File: config.mk
export PLATFORM = sky130hd
export DESIGN_NAME = stopwatch_mux_core
export DESIGN_NICKNAME = d
export VERILOG_FILES = /design/src/rtl/stopwatch_mux_core.sv
export SDC_FILE = /design/constraint.sdc
export NUM_CORES = 1
export LEC_CHECK = 0
export ABC_AREA = 1
export BUFFER_PORTS_ARGS = -buffer_cell sky130_fd_sc_hd__buf_2
export CORE_ASPECT_RATIO = 0.9
export CORE_UTILIZATION = 45
export CTS_CLUSTER_SIZE = 28
export DETAILED_ROUTE_END_ITERATION = 7
export PLACE_DENSITY_LB_ADDON = 0.08
export SETUP_SLACK_MARGIN = 0.2
export SLEW_MARGIN = 10
export SYNTH_ARGS = -nofsm -noshare
export SYNTH_HDL_FRONTEND = slang
export SYNTH_SLANG_ARGS = --single-unit
File: constraint.sdc
create_clock -name clk_in -period 4.02 [get_ports clk_in]
set_input_delay 0.603 -clock clk_in [delete_from_list [all_inputs] [get_ports clk_in]]
set_output_delay 0.603 -clock clk_in [all_outputs]
set_load 0.02 [all_outputs]
File: src/rtl/stopwatch_mux_core.sv
// stopwatch_mux_core: BCD stopwatch with debounced buttons, lap freeze and a multiplexed 7-segment scan
//   clk_in          system clock, the only clock domain
//   reset           asynchronous active-low reset
//   start_stop_btn  raw button; each accepted press toggles running
//   lap_btn         raw button; freezes or releases the displayed value
//   clear           synchronous clear of count, run state, overflow and lap hold
//   seg             active-high segments a..g for the selected digit
//   digit_en        one-hot active-high digit select
//   count_bcd       live BCD count, digit i at [4i+3:4i]
//   running         high while counting
//   overflow        sticky flag set when the count wraps past its maximum
module stopwatch_mux_core #(
    parameter int CLK_HZ          = 50_000_000,
    parameter int TICK_HZ         = 10,
    parameter int NUM_DIGITS      = 4,
    parameter int SEXAGESIMAL     = 1,
    parameter int DEBOUNCE_CYCLES = 500_000,
    parameter int SCAN_HZ         = 1000
) (
    input  logic                    clk_in,
    input  logic                    reset,
    input  logic                    start_stop_btn,
    input  logic                    lap_btn,
    input  logic                    clear,
    output logic [6:0]              seg,
    output logic [NUM_DIGITS-1:0]   digit_en,
    output logic [4*NUM_DIGITS-1:0] count_bcd,
    output logic                    running,
    output logic                    overflow
);
    localparam int TICK_DIV = CLK_HZ / TICK_HZ;
    localparam int SCAN_DIV = CLK_HZ / SCAN_HZ;
    localparam int PW = $clog2(TICK_DIV);
    localparam int SW = $clog2(SCAN_DIV);
    localparam int DW = $clog2(DEBOUNCE_CYCLES);
    localparam int IW = $clog2(NUM_DIGITS);
    localparam int CW = 4 * NUM_DIGITS;
    localparam logic [PW-1:0] P_MAX = PW'(TICK_DIV - 1);
    localparam logic [SW-1:0] S_MAX = SW'(SCAN_DIV - 1);
    localparam logic [DW-1:0] DB_MAX = DW'(DEBOUNCE_CYCLES - 1);
    localparam logic [IW-1:0] I_MAX = IW'(NUM_DIGITS - 1);
    localparam logic [NUM_DIGITS-1:0] ONE = NUM_DIGITS'(1);

    function automatic logic [6:0] decode(input logic [3:0] v);
        case (v)
            4'd0: decode = 7'h3F;
            4'd1: decode = 7'h06;
            4'd2: decode = 7'h5B;
            4'd3: decode = 7'h4F;
            4'd4: decode = 7'h66;
            4'd5: decode = 7'h6D;
            4'd6: decode = 7'h7D;
            4'd7: decode = 7'h07;
            4'd8: decode = 7'h7F;
            4'd9: decode = 7'h6F;
            default: decode = 7'h00;
        endcase
    endfunction

    // bit 0 = start/stop, bit 1 = lap
    logic [1:0]          sync1_q, sync1_d, sync2_q, sync2_d, level_q, level_d, prev_q, prev_d, press;
    logic [1:0][DW-1:0]  dbc_q, dbc_d;
    logic [PW-1:0]       presc_q, presc_d;
    logic [CW-1:0]       count_q, count_d, lap_q, lap_d, disp;
    logic                running_q, running_d, overflow_q, overflow_d, hold_q, hold_d, tick, carry;
    logic [SW-1:0]       scan_q, scan_d;
    logic [IW-1:0]       idx_q, idx_d;
    logic [NUM_DIGITS-1:0] digit_en_q, digit_en_d;
    logic [6:0]          seg_q, seg_d;

    // A level flips only after DEBOUNCE_CYCLES consecutive disagreeing samples
    always_comb begin
        sync1_d = {lap_btn, start_stop_btn};
        sync2_d = sync1_q;
        prev_d  = level_q;
        level_d = level_q;
        dbc_d   = '0;
        for (int b = 0; b < 2; b++) begin
            if (sync2_q[b] != level_q[b]) begin
                dbc_d[b]   = (dbc_q[b] == DB_MAX) ? '0 : dbc_q[b] + 1'b1;
                level_d[b] = (dbc_q[b] == DB_MAX) ? ~level_q[b] : level_q[b];
            end
        end
    end

    assign press = level_q & ~prev_q;

    always_comb begin
        tick    = running_q && (presc_q == P_MAX);
        carry   = tick;
        count_d = count_q;
        // Ripple increment; carry left set after the top digit means every digit wrapped
        for (int i = 0; i < NUM_DIGITS; i++) begin
            if (carry) begin
                if (count_q[4*i +: 4] == ((SEXAGESIMAL != 0 && i == 2) ? 4'd5 : 4'd9)) begin
                    count_d[4*i +: 4] = 4'd0;
                end else begin
                    count_d[4*i +: 4] = count_q[4*i +: 4] + 4'd1;
                    carry             = 1'b0;
                end
            end
        end
        presc_d    = running_q ? (tick ? '0 : presc_q + 1'b1) : presc_q;
        overflow_d = overflow_q | carry;
        running_d  = running_q ^ press[0];
        hold_d     = hold_q;
        lap_d      = lap_q;
        // The latched lap value includes a tick landing in the same cycle
        if (press[1] && hold_q) begin
            hold_d = 1'b0;
        end else if (press[1] && running_q) begin
            hold_d = 1'b1;
            lap_d  = count_d;
        end
        if (clear) begin
            running_d  = 1'b0;
            count_d    = '0;
            presc_d    = '0;
            overflow_d = 1'b0;
            hold_d     = 1'b0;
        end
    end

    // Scan outputs are computed from next-state values so enable and segments switch together
    always_comb begin
        disp       = hold_d ? lap_d : count_d;
        scan_d     = (scan_q == S_MAX) ? '0 : scan_q + 1'b1;
        idx_d      = (scan_q != S_MAX) ? idx_q : (idx_q == I_MAX) ? '0 : idx_q + 1'b1;
        digit_en_d = ONE << idx_d;
        seg_d      = decode(disp[{idx_d, 2'b00} +: 4]);
    end

    always_ff @(posedge clk_in or negedge reset) begin
        if (!reset) begin
            sync1_q    <= '0;
            sync2_q    <= '0;
            level_q    <= '0;
            prev_q     <= '0;
            dbc_q      <= '0;
            presc_q    <= '0;
            count_q    <= '0;
            lap_q      <= '0;
            running_q  <= 1'b0;
            overflow_q <= 1'b0;
            hold_q     <= 1'b0;
            scan_q     <= '0;
            idx_q      <= '0;
            digit_en_q <= ONE;
            seg_q      <= 7'h3F;
        end else begin
            sync1_q    <= sync1_d;
            sync2_q    <= sync2_d;
            level_q    <= level_d;
            prev_q     <= prev_d;
            dbc_q      <= dbc_d;
            presc_q    <= presc_d;
            count_q    <= count_d;
            lap_q      <= lap_d;
            running_q  <= running_d;
            overflow_q <= overflow_d;
            hold_q     <= hold_d;
            scan_q     <= scan_d;
            idx_q      <= idx_d;
            digit_en_q <= digit_en_d;
            seg_q      <= seg_d;
        end
    end

    assign seg       = seg_q;
    assign digit_en  = digit_en_q;
    assign count_bcd = count_q;
    assign running   = running_q;
    assign overflow  = overflow_q;
endmodule

; Yosys cells after proc, flatten, opt, wreduce, memory -nomap -nowiden
; Memories as Yosys holds them, arrays and structs flattened. A register that Yosys moved wholly into a read port is not among the register bits.
; Cells that the tools add are included.
[totals]
reg_bits = 126
mem_count = 1
word_cells = 88
out_inout_bits = 29
input_bits = 5
mem_bits_ro = 112
[classes]
n_bitwise = 6
mux = 35
n_reduce_logical = 7
eq_ne = 12
shifts = 2
add_sub_neg = 9
[mem_list]
columns = memory, depth, width, read_ports, rd_ports_with_merged_regs, wr, line
row1 = (no name shown), 16, 7, 1, 1, 0, 45  ; case (v)
[ops]
columns = cell, count
row1 = 2-to-1 mux 16 bit, 5
row2 = 2-to-1 mux 19 bit, 4
row3 = 2-to-1 mux 23 bit, 3
row4 = "adder 19 x 1 -> 19 bit, second input constant", 2
row5 = "equality test 19 bit, second input constant", 2
row6 = 2-to-1 mux 4 bit, 8
row7 = "adder 23 x 1 -> 23 bit, second input constant", 1
row8 = "equality test 23 bit, second input constant", 1
row9 = "adder 16 x 1 -> 16 bit, second input constant", 1
row10 = "adder 4 x 1 -> 4 bit, second input constant", 4
row11 = "equality test 16 bit, second input constant", 1
row12 = "inequality test 16 bit, second input constant", 1
row13 = variable part select 16 x 5 -> 4 bit, 1
row14 = 2-to-1 mux 1 bit, 13
row15 = "equality test 4 bit, second input constant", 3
row16 = "equality test 4 x 3 -> 1 bit, second input constant", 1
row17 = 2-to-1 mux 2 bit, 2
row18 = AND reduction 2 bit, 2
row19 = "<< shifter 1 x 2 -> 4 bit, first input constant", 1
row20 = logical AND 1 bit, 3
row21 = "adder 2 x 1 -> 2 bit, second input constant", 1
row22 = bitwise AND 2 bit, 1
row23 = "equality test 2 bit, second input constant", 1
row24 = inequality test 1 bit, 2
row25 = 6 further kinds, 7

; Logic depth before layout (Yosys ltp)
; Gate-level depths: netlist of run 1.
[logic_depth]
depth_word = 10
depth_mapped = 23
ltp_nobuf = 22

; Least setup slack after synthesis of run 1
; Ideal clock, no wire load.
[synth_timing]
path_kind = flip-flop to flip-flop
from = register count_q[1] (netlist: count_bcd[1])
to = register seg_q[3] (netlist: seg[3])
stages_incl_launch_ff = 19
n_path_buf = 0
arrival_ps = 2353
slack_ps = 1608
synth_period_minus_slack_ps = 2412
t_required_ps = 3961
setup_time_ps = 59
path_cell_list = dfrtp_1 inv_1 nand2_2 nor2_4 inv_2 nor3_4 nand3_1 nand2_1 nand3_1 nand2_1 nand3_1 nand3_4 inv_1 ha_1 inv_1 nand2_1 nand2_1 nand2_1 nand2_2
[synth_via]
elab_chain_len = 10
elab_cells_between_ends = 16
cone_classes = add/sub (1) / eq/ne (1) / shift (1) / mux (13)
[synth_rtl]
columns = element, line
row1 = from (decl), 64  ; logic [CW-1:0] count_q, count_d, lap_q, lap_d, disp;
row2 = from (signal assigned), 157  ; count_q <= count_d;
row3 = equality test 4 bit, 95  ; if (count_q[4*i +: 4] == ((SEXAGESIMAL != 0 && i == 2) ? 4'd5 : 4'd9)) begin
row4 = 2-to-1 mux 1 bit, 95
row5 = 2-to-1 mux 1 bit (3 in series), 94  ; if (carry) begin
row6 = 2-to-1 mux 4 bit, 94
row7 = 2-to-1 mux 16 bit, 111  ; end else if (press[1] && running_q) begin
row8 = 2-to-1 mux 16 bit, 109  ; if (press[1] && hold_q) begin
row9 = 2-to-1 mux 16 bit *, 126  ; disp = hold_d ? lap_d : count_d;
row10 = variable part select 16 x 5 -> 4 bit *, 130  ; seg_d = decode(disp[{idx_d, 2'b00} +: 4]);
row11 = to (decl), 69  ; logic [6:0] seg_q, seg_d;
; Mark *: on every way between the ends. The rest lies on a longest branch, timed or not.
; A chain may end at the register's enable or synchronous reset.

; Worst setup path after layout of run 1
[layout_timing]
from = register running_q (netlist: running)
to = register seg_q[5] (netlist: seg[5])
[layout_via]
elab_chain_len = 9
elab_cells_between_ends = 17
cone_classes = shift (1) / mux (14) / reduce/logical (2)
[layout_rtl]
columns = element, line
row1 = from (decl), 65  ; logic running_q, running_d, overflow_q, overflow_d, hold_q, hold_d, tick, carry;
row2 = from (signal assigned), 159  ; running_q <= running_d;
row3 = logical AND 1 bit, 89  ; tick = running_q && (presc_q == P_MAX);
row4 = 2-to-1 mux 1 bit (3 in series), 94
row5 = 2-to-1 mux 4 bit, 94
row6 = 2-to-1 mux 16 bit, 111
row7 = 2-to-1 mux 16 bit, 109
row8 = 2-to-1 mux 16 bit *, 126
row9 = variable part select 16 x 5 -> 4 bit *, 130
; Marks and branches as above.

==> run_results.csv, run 1 <==
group,metric,value,unit
drt,routedWlPerCell,13.0,um
critical_path,reg2reg_depth,18,
clock_network,clkSinkCount,133,
timing,worst_pin_slew,0.888,ns
synth,syn_nets,941,
timing,fin_crit_sh,83.1,%
placement,dp_hpwl,11200,um
timing,final.min_clock_period,3.34,ns
global_routing,grt_first_pass_wirelength,27200,um
timing,final_max_slew_viol_count,0,
critical_path,worstSetupPathType,"reg2reg",
power_and_ir_drop,power,0.00309,W
die,die_h,122,um
clock_network,post-cts-setup-buffers,0,
clock_network,cts_resized,0,
flow_run,drv_cap,0,
critical_path,reg2reg_slack,0.68,ns
die,initial_utilization,46.4,%
drt,totalWireLength,15500,um
power_and_ir_drop,power_density,373,nW/um^2
synth,synth_ff_type,"dfrtp_1",
synth,synthCells,925,
status,outcome,"finished, final reports clean",
placement,gp_congestion,0.839,
clock_network,cts_root_buffer,"clkbuf_16",
timing,skew,0.00983,ns
clock_network,cts_buffer_depth,2,
synth,synth_top_cell_by_area,"dfrtp_1",
drt,drt_iter0_markers,361,
timing,clock.fmax,0.299,GHz
timing,fin_setup_tns,0,ns
placement,portBuffers,33,
global_routing,grt_max_degree,98,
clock_network,cts_tree,"done",
global_routing,grt_pass1_vias,5554,
timing,hold_violations,0,
die,dieArea,16500,sq um
critical_path,path_max_fanout,23,
power_and_ir_drop,ir_worst_vdd,0.000290,V
critical_path,cp-start-kind,"register",
synth,syn_area,7210,sq um
global_routing,grtUsageTotal,21.0,%
clock_network,htree_num_levels,4,
die,ios,34,
cells_and_area,diodes,0,
critical_path,r2r-start,"running",
cells_and_area,postLayoutCoreUtil,53.2,%
cells_and_area,nFillCells,1455,
power_and_ir_drop,power_leakage,4.10,nW
critical_path,arrival,3.69,ns
synth,synth_top_cell_area_share,43.7,%
drt,drc,0,
drt,first_pass_iters,5,
synth,synth_area_leaders,"dfrtp_1 (44%), nand2_1 (11%), inv_1 (7.0%), nor2_1 (5.9%), nand3_1 (4.3%)",
synth,yosys_warnings,0,
drt,ant_nets,0,
global_routing,grt-ovfl-total,0,
cells_and_area,num-nets-final,988,
die,coreArea,15500,sq um
critical_path,required,4.37,ns
critical_path,timing.rr.end,"seg[5]",
critical_path,cp-end-kind,"register",
clock_network,insertion_delay,0.42,ns
die,rows,43,
synth,ys_seq_elements,133,
timing,rsz0062_at_grt,"no",
synth,yosysSeqAreaShare,46.3,%
timing,slew-limit-headroom,40.8,%
synth,synth_cell_types,47,
synth,synth_edf_count,0,
synth,syn_avg_cell_area,7.80,sq um
global_routing,antenna_found_initial,0,
die,die_w,135,um
cells_and_area,final_layout_size_suffix_gt1_share,15.2,%
drt,vias_per_cell,4.98,
min_path,hold_class,"in2async",
clock_network,path_clk_slew,0.06,ns
timing,setup_viol,0,
clock_network,numCtsBuffers,17,
cells_and_area,area_growth,14.7,%
clock_network,cts_hold_buf,0,
drt,dr_total_vias,5908,
synth,async_flop_share,100,%
worst max-delay path by stage:
| stage | from | endpoint | slack [ns] | cells past startpoint |
|---|---|---|---|---|
| after detailed placement | level_q[1] | seg[5] | 0.70 | 20 |
| after global placement | level_q[1] | seg[5] | 0.79 | 20 |
| after CTS | running | seg[5] | 0.69 | 18 |
| after floorplan | count_bcd[1] | seg[3] | 1.61 | 18 |
| final | running | seg[5] | 0.68 | 18 |
| after global routing | level_q[1] | seg[5] | 0.22 | 20 |
Yosys cell counts, types with 5 or more instances:
cell      number
nand2_1      213
inv_1        135
dfrtp_1      126
nor2_1       114
nand3_1       62
a21oi_1       36
nor3_1        28
o21ai_0       23
nand4_1       21
xor2_1        17
nor2_2        14
inv_2         12
nand2_2       12
ha_1          11
nor4_1        11
dfstp_2        7
nand3_2        7
nor2_4         7
clkbuf_1       6
a211oi_1       5
nor3b_1        5
critical path, stage by stage, from the launching register on:
cell and delay, ns:
dfrtp_1 0.47, nand2_1 0.12, nor2_2 0.03, buf_4 0.20, inv_1 0.07, buf_4 0.18
nand2_1 0.08, nand2_1 0.51, inv_1 0.35, o21a_1 0.26, a21oi_1 0.11, nand2_1 0.08
nor2_2 0.18, inv_1 0.13, ha_1 0.21, nand4_1 0.12, nand2_1 0.07, nand2_1 0.06
nand2_2 0.04
cell usage in the layout (no fill, tap or decap), types with 5 or more instances in the layout:
cell type,instances
buf_2,32
dfrtp_1,126
nand3_1,62
nor2_4,7
ha_1,11
nand2_2,12
dfstp_2,7
buf_4,6
o21ai_0,23
a211oi_1,5
inv_1,135
nor2_2,14
nand2_1,213
nor4_1,11
nand4_1,21
nor2_1,114
a21oi_1,36
nand3_2,7
xor2_1,17
inv_2,12
nor3_1,28
clkbuf_16,17
nor3b_1,5
kinds of logic after synthesis:
| group | synth area share, % |
|---|---|
| simple gates | 33.9 |
| buf+inv | 8.48 |
| flops | 46.3 |
| compound gates | 6.80 |
| xor+xnor | 2.31 |
| fa+ha+maj | 1.91 |
| mux | 0.312 |
through the flow:
stage / area, sq um / std cells / setup slack (ns) / hold WS [ns]
6_report: 8270 / 1187 / 0.680 / 0.252
4_1_cts: 8270 / 1187 / 0.689 / 0.264
2_1_floorplan: 7210 / 925 / 1.61 / 0.307
5_1_grt: 8270 / 1187 / 0.221 / 0.259
3_3_place_gp: 7640 / 1155 / 0.786 / 0.334
3_5_place_dp: 7640 / 1155 / 0.700 / 0.345
metal layers:
layer	wire [um]	vias to the layer above	GRT usage (%)
li1	-	3057	-
met3	602	13	5.29
met5	0	-	0
met1	8310	2729	31.0
met4	164	0	6.25
met2	6400	109	30.1
power by group:
| group | leakage, nW | switching [W] | internal [W] | total [W] |
|---|---|---|---|---|
| clock network | 0.306 | 0.000595 | 0.00107 | 0.00167 |
| logic | 1.99 | 0.0000530 | 0.0000136 | 0.0000667 |
| registers | 1.80 | 0.00000680 | 0.00135 | 0.00136 |
| total | 4.10 | 0.000655 | 0.00243 | 0.00309 |
area by class of cell:
type                    count  area [sq um]  share of cell area [%]
flip-flops and latches    133          3340                    40.4
repair buffers             39           216                    2.62
inverters                 149           559                    6.76
clock buffers              20           457                    5.52
well taps                 202           253                    3.06
multi-input cells         632          3270                    39.6
clock inverters            12           176                    2.13
sequential cells by signal, indices dropped and copies added, names as in the netlist:
register	count
count_bcd	16
dbc_q	38
digit_en	4
hold_q	1
idx_q	2
lap_q	16
level_q	2
overflow	1
presc_q	23
prev_q	2
running	1
scan_q	16
seg	7
sync1_q	2
sync2_q	2
(Power assumes the default switching activity.)
==> run 2: changes to the inputs <==
==> constraint.sdc (replaced) <==
create_clock -name clk_in -period 3.1 [get_ports clk_in]
set_input_delay 0.465 -clock clk_in [delete_from_list [all_inputs] [get_ports clk_in]]
set_output_delay 0.465 -clock clk_in [all_outputs]
set_load 0.02 [all_outputs]
==> run_results.csv, run 2 (synthesized netlist as in run 1, its figures left out) <==
group,metric,value,unit
drt,vias_per_cell,4.93,
die,die_w,135,um
placement,portBuffers,33,
placement,placed_cell_area,7700,sq um
timing,clock.fmax,0.380,GHz
drt,dr_total_vias,5912,
clock_network,cts_tree,"done",
critical_path,arrival,2.99,ns
timing,fin_setup_tns,0,ns
timing,hold_violations,0,
clock_network,cts_root_buffer,"clkbuf_16",
placement,dpl_worst_slack,0.331,ns
power_and_ir_drop,ir_worst_vdd,0.000376,V
flow_run,drv_cap,0,
drt,totalWireLength,15600,um
die,ios,34,
timing,skew,0.00887,ns
drt,drt_iter0_markers,395,
clock_network,cts_buffer_depth,2,
placement,dp_hpwl,11300,um
cells_and_area,reg.largest.list,"dbc_q x38, presc_q x23",
timing,final.min_clock_period,2.63,ns
timing,worst_pin_slew,0.586,ns
die,dieArea,16500,sq um
global_routing,grt_pass1_vias,5643,
power_and_ir_drop,power,0.00392,W
global_routing,grt_first_pass_wirelength,27300,um
clock_network,clkSinkCount,133,
timing,slew-limit-headroom,61.0,%
timing,rsz0062_at_grt,"no",
die,coreArea,15500,sq um
clock_network,numCtsBuffers,17,
status,outcome,"finished, final reports clean",
cells_and_area,diodes,0,
die,die_h,122,um
critical_path,cp-end-kind,"register",
clock_network,path_clk_slew,0.06,ns
clock_network,htree_num_levels,4,
critical_path,cp-start-kind,"register",
min_path,hold_class,"in2async",
power_and_ir_drop,power_density,466,nW/um^2
cells_and_area,area_growth,16.8,%
cells_and_area,final_cell_mix,"nand2_1 (212), inv_1 (133), dfrtp_1 (125)",
cells_and_area,stdcell_area,8430,sq um
timing,final_max_slew_viol_count,0,
drt,routedWlPerCell,13.0,um
cells_and_area,nFillCells,1460,
critical_path,reg2reg_slack,0.47,ns
global_routing,grtUsageTotal,21.2,%
global_routing,grt_max_degree,61,
power_and_ir_drop,power_leakage,4.14,nW
clock_network,insertion_delay,0.42,ns
timing,finalWorstSetupSlack,0.467,ns
drt,drc,0,
timing,setup_viol,0,
global_routing,grt-ovfl-total,0,
cells_and_area,num-nets-final,1001,
die,initial_utilization,46.4,%
timing,fin_crit_sh,84.9,%
critical_path,required,3.46,ns
cells_and_area,largest_reg_flops,38,
drt,first_pass_iters,4,
placement,gp_congestion,0.847,
cells_and_area,final_layout_size_suffix_gt1_share,17.0,%
global_routing,antenna_found_initial,0,
die,rows,43,
critical_path,worstSetupPathType,"reg2reg",
cells_and_area,top_register,"dbc_q",
cells_and_area,final_common_cell,"nand2_1",
critical_path,path_max_fanout,6,
drt,ant_nets,0,
-- run 2: cell count changes in the layout (fill, tap and decap cells not counted), sizes merged --
cell	change
clkinvlp	+2
bufinv	-1
inv	-2
buf	+13
clkbuf	+1
-- run 2: layout make-up --
type	count	area, sq um	area share (%)
Clock inverter	11	153	1.81
Timing Repair Buffer	52	339	4.02
Inverter	149	563	6.68
Sequential cell	133	3340	39.6
Tap cell	202	253	3.00
Multi-Input combinational cell	632	3320	39.4
Clock buffer	21	460	5.46
-- run 2: stage by stage --
step	util, %	instances	hold WS (ns)
after floorplan	-	925	0.169
after global placement	49.5	1162	0.337
after detailed placement	49.5	1162	0.339
after CTS	53.5	1194	0.0504
after global routing	54.2	1200	0.0694
final	54.2	1200	0.0353
-- run 2: metal layers --
| layer | vias to the layer above | wire length [um] | GRT usage (%) |
|---|---|---|---|
| met4 | 0 | 136 | 6.04 |
| met3 | 10 | 581 | 5.04 |
| met2 | 86 | 6730 | 31.2 |
| li1 | 3089 | - | - |
| met1 | 2727 | 8200 | 30.9 |
| met5 | - | 0 | 0 |
-- run 2: critical path: stages, from the launching register on --
cell and delay [ns]:
dfrtp_1 0.41, nor2_2 0.15, nand2_2 0.12, nor2_8 0.15, nand2_2 0.10, nor3_4 0.29
buf_4 0.16, nand4_1 0.09, nand2_1 0.08, nand2_1 0.08, o21ai_1 0.16, nor2_1 0.09
nor2_4 0.14, inv_2 0.08, ha_1 0.19, nand4_1 0.11, nand2_1 0.06, nand2_1 0.07
nand2_2 0.04
-- run 2: path summary, 6_finish.rpt --
| check | startpoint | endpoint | depth (start not counted) |
|---|---|---|---|
| max | presc_q[6] | seg[5] | 18 |
| min | reset | presc_q[8] | 1 |
| max reg2reg | presc_q[6] | seg[5] | 18 |
| min reg2reg | sync1_q[0] | sync2_q[0] | 0 |
| max in group asynchronous | reset | seg[3] | 2 |
| min in group clk_in | lap_btn | sync1_q[1] | 1 |
-- run 2: report_power, final --
part	total, W	internal [W]	switching [W]	leakage (nW)
logic	0.0000945	0.0000236	0.0000709	2.05
registers	0.00176	0.00175	0.00000968	1.80
clock network	0.00207	0.00131	0.000761	0.289
-- run 2: repair_timing --
item | 4_1_cts | 5_1_grt
setup endpoints to repair | 0 | 7
gates resized for setup | 0 | 14
hold buffers | 0 | 0
setup buffers | 0 | 6
